## config.mk

```make
export PLATFORM = sky130hd
export DESIGN_NAME = mod_mult
export DESIGN_NICKNAME = d
export VERILOG_FILES = /design/src/rtl/rsa_pkg.sv /design/src/rtl/mod_mult_step.sv /design/src/rtl/mod_mult.sv
export SDC_FILE = /design/constraint.sdc
export NUM_CORES = 1
export LEC_CHECK = 0
export ABC_AREA = 1
export CAP_MARGIN = 20
export CELL_PAD_IN_SITES_DETAIL_PLACEMENT = 1
export CELL_PAD_IN_SITES_GLOBAL_PLACEMENT = 1
export CORE_MARGIN = 2
export CORE_UTILIZATION = 40
export DETAILED_ROUTE_END_ITERATION = 6
export PLACE_DENSITY = 0.89
export SLEW_MARGIN = 15
export SYNTH_ARGS = -nofsm -noshare
export SYNTH_HDL_FRONTEND = slang
export SYNTH_SLANG_ARGS = --single-unit
```

## constraint.sdc

```tcl
create_clock -name clk -period 8.68 [get_ports clk]
set_input_delay 1.736 -clock clk [delete_from_list [all_inputs] [get_ports clk]]
set_output_delay 1.736 -clock clk [all_outputs]
set_load 0.01 [all_outputs]
```

## src/rtl/rsa_pkg.sv

```systemverilog
// rsa_pkg: shared RSA datapath width and mod_mult state encoding
package rsa_pkg;

    localparam int RSA_W = 32;

    typedef enum logic {
        IDLE,
        CALC
    } mm_state_t;

endpackage

```

## src/rtl/mod_mult_step.sv

```systemverilog
// mod_mult_step: one interleaved step, R' = (2R + bit*a) mod m for R, a < m
module mod_mult_step
    import rsa_pkg::*;
#(
    parameter int W = RSA_W
) (
    input  logic [W-1:0] r,
    input  logic [W-1:0] a_q,
    input  logic [W-1:0] m_q,
    input  logic         b_bit,
    output logic [W-1:0] r_nxt
);

    logic [W+1:0] mx, t0, t1, t2;

    // 2R + a < 3m fits in W+2 bits, so two conditional subtracts bring it back below m
    always_comb begin
        mx    = {2'b00, m_q};
        t0    = {1'b0, r, 1'b0} + (b_bit ? {2'b00, a_q} : '0);
        t1    = (t0 >= mx) ? t0 - mx : t0;
        t2    = (t1 >= mx) ? t1 - mx : t1;
        r_nxt = t2[W-1:0];
    end

endmodule

```

## src/rtl/mod_mult.sv

```systemverilog
// mod_mult: iterative MSB-first interleaved modular multiplier, result = (a*b) mod m
module mod_mult
    import rsa_pkg::*;
#(
    parameter int W  = RSA_W,
    parameter int CW = $clog2(W)
) (
    input  logic         clk,
    input  logic         rst,
    input  logic         start,
    input  logic [W-1:0] a,
    input  logic [W-1:0] b,
    input  logic [W-1:0] m,
    output logic         busy,
    output logic         done,
    output logic         err,
    output logic [W-1:0] result
);

    mm_state_t     state;
    logic [W-1:0]  a_q, b_q, m_q, acc, acc_nxt;
    logic [CW-1:0] idx;
    logic          err_pend;

    mod_mult_step #(.W(W)) u_step (
        .r    (acc),
        .a_q  (a_q),
        .m_q  (m_q),
        .b_bit(b_q[idx]),
        .r_nxt(acc_nxt)
    );

    // Accept in IDLE (illegal operands report one edge later), then one multiplier bit per edge
    always_ff @(posedge clk or posedge rst) begin
        if (rst) begin
            state    <= IDLE;
            a_q      <= '0;
            b_q      <= '0;
            m_q      <= '0;
            acc      <= '0;
            idx      <= '0;
            err_pend <= 1'b0;
            busy     <= 1'b0;
            done     <= 1'b0;
            err      <= 1'b0;
            result   <= '0;
        end else begin
            done <= 1'b0;
            if (state == IDLE) begin
                if (err_pend) begin
                    err_pend <= 1'b0;
                    done     <= 1'b1;
                    err      <= 1'b1;
                    result   <= '0;
                    busy     <= 1'b0;
                end else if (start) begin
                    a_q  <= a;
                    b_q  <= b;
                    m_q  <= m;
                    acc  <= '0;
                    idx  <= CW'(W - 1);
                    busy <= 1'b1;
                    err  <= 1'b0;
                    if (m == '0 || a >= m) err_pend <= 1'b1;
                    else state <= CALC;
                end
            end else begin
                acc <= acc_nxt;
                if (idx == '0) begin
                    result <= acc_nxt;
                    done   <= 1'b1;
                    busy   <= 1'b0;
                    state  <= IDLE;
                end else begin
                    idx <= idx - 1'b1;
                end
            end
        end
    end

endmodule

```

==> results.md <==
* Post-synth ARST share at 100%
* Fin crit share at 96.8%
* CTS buffer count at 17
* DP HPWL at 42300 um
* Initial Utilization at 40.8%
* Worst Slack Setup Final at 279 ps
* Most common cell after layout, fill and taps aside: nand2_1
* Fin area at 17100 um^2
* Sink Count at 170
* Syn Nets at 2266
* Chip width at 192 um
* Top_reg_cell synth: dfrtp_1
* Endpoints failing setup at 0
* RePlAce Congestion at 1.02
* Number of cell rows at 68
* DP Worst Slack at -219 ps
* # port buffers at 133
* Least-Margin Pin Slew at 1220 ps
* Final Core Density at 49.2%
* Most used cell, CP: nand2_1
* First-pass GRT wire length at 83300 um
* Clk_lat worst skew at 470 ps
* Vias/cell at 5.56
* Via count at 14700
* Root Driver: clkbuf_16
* Crit-path max FO at 23
* Fin. Hold Viols at 0
* Initial drt markers at 920
* Syn. warnings at 0
* Overflow after GRT at 0
* Crit start category: register
* Vias in the first global route at 15400
* Antenna fix cells at 0
* Worst relative slew slack at 17.7%
* Post-DRT Antenna Nets at 0
* Core area at 34700 um^2
* Total global routing track utilization at 29.3%
* WL/cell at 20.5 um
* Worst EP arrival at 8750 ps
* Post-Syn Area per Cell at 6.95 um^2
* Max-cap check violation count at 0
* Skew final at 12.0 ps
* Fin crit period at 8400 ps
* CP required at 9030 ps
* Initial antenna violation count at 1
* Post-CTS Hold Buffers at 0
* Critical Path Max Stage Delay at 440 ps
* P&R area growth vs syn at 20.8%
* Total wire length at 54200 um
* Max-slew violation count at 0
* DRC viols at 0
* Slowest-stage cell, CP: dfrtp_2
* Register bit total from synthesis at 170
* Number of flops mapped to enable cells by yosys at 0
* Status: finished clean
* Die Y at 192 um
* Hold slack at 480 ps
* Clock transition at path regs at 80 ps
* Critical Path End Type: register
* Largest net degree at the start of global routing at 112
* Maximum level of the CTS H-tree at 4
* Max frequency at 119 MHz
* Class of the worst hold path: reg2reg
* Commonest cells after routing, fill and taps aside: nand2_1, inv_1, o21ai_0, dfrtp_1, nor2_1
* Share of cells above drive strength 1 at 7.75%
* Netlist Area Pre-Place at 14100 um^2
* Die area at 36900 um^2
* IO Pins at 134
* Setup Crit Path Kind: reg2reg
* Synth unique cells at 49
* Register area share after synthesis at 30.1%
* DP Area at 16100 um^2
* Nets@finish at 2411
* Drt first pass iters at 5
* TritonCTS clock tree: built
* CTS max path bufs at 2
* Syn Inst Count at 2035
==> per-stage QoR <==
stage	TNS, ps	instances
floorplan	0	2035
global placement	0	2598
detailed placement	-1070	2598
CTS	0	2630
global route	-913	2648
finish	0	2648
==> logic make-up (layout without fill, tap and decap cells) <==
family	Yosys count	in the layout	share of synthesized area, %
AO/OA/AOI/OAI	420	420	16.2
XOR/XNOR	83	83	5.14
adder cells (fa/ha/maj)	132	132	11.8
buffers and inverters	344	502	9.44
flip-flops	170	170	30.1
AND/OR/NAND/NOR	886	886	27.3
==> critical path, delay by kind of cell, from the launching register on <==
family / cells / cell delay, ps
buffers and inverters: 10 / 1180
AOI/OAI and AO/OA: 8 / 1590
and+or+nand+nor: 27 / 3540
xor gates and xnor gates: 1 / 200
adders and majority gates: 4 / 1310
DFF: 1 / 440
==> timing repair <==
| action | 4_1_cts | 5_1_grt |
|---|---|---|
| pin swaps | 0 | 11 |
| gates resized for setup | 5 | 43 |
| endpoints found under the setup margin | 64 | 64 |
| gates cloned | 0 | 2 |
| setup buffers | 0 | 13 |
==> synthesized netlist by cell type, types with 7 or more instances <==
cell type | n | area, um^2
nand2_2 | 7 | 43.8
or2_2 | 9 | 56.3
o21a_1 | 7 | 52.6
nand2_1 | 520 | 1950
nand4_1 | 51 | 319
nor4_1 | 9 | 56.3
clkbuf_1 | 40 | 150
a21o_1 | 13 | 97.6
xor2_1 | 42 | 368
nor2_1 | 154 | 578
o21ai_0 | 182 | 911
nand3b_1 | 18 | 135
dfrtp_1 | 170 | 4250
a21oi_1 | 136 | 681
buf_2 | 12 | 60.1
o21bai_1 | 15 | 113
nand3_1 | 74 | 370
nand3_2 | 14 | 140
o21ai_1 | 29 | 145
ha_1 | 129 | 1610
a31oi_1 | 8 | 50.1
inv_1 | 279 | 1050
xnor2_1 | 41 | 359
nor3_1 | 20 | 100
==> sequential cells by signal, indices dropped and copies added, names as in the netlist <==
name and flops:
a_q 32, acc 32, b_q 32, m_q 32, result 32, idx 5, busy 1, done 1
err 1, err_pend 1, state 1
==> path summary, 6_finish.rpt <==
check / startpoint / endpoint / slack (ps) / depth (start not counted)
worst min-delay path: b_q[18] / b_q[18] / 480 / 2
worst max-delay path: idx[0] / result[29] / 280 / 50
max in group asynchronous: rst / acc[17] / 5740 / 3
min in group asynchronous: rst / b_q[21] / 1670 / 2
worst min register to register: b_q[18] / b_q[18] / 480 / 2
worst max register to register: idx[0] / result[29] / 280 / 50
==> area by class of cell <==
type	count	area (um^2)
clock inverter	15	159
fill	4465	17600
timing repair buffer	186	1860
timing repair inverter	1	5.00
tap	455	569
inverter	283	1070
clock buffer	17	425
multi-input combinational	1521	8740
sequential	170	4260
==> metal layers <==
metal	wire length (um)	share of wire [%]	up-vias	global-route usage, %
met5	12	0.022	-	0
li1	-	-	6960	-
met2	26200	48	435	50.9
met4	2080	3.8	2	12.9
met1	23400	43	7222	36.1
met3	2520	4.7	104	4.29
Power is left out: the tool's default activity adds up to more than one toggle a clock period on the data nets, which glitch-free logic cannot reach.
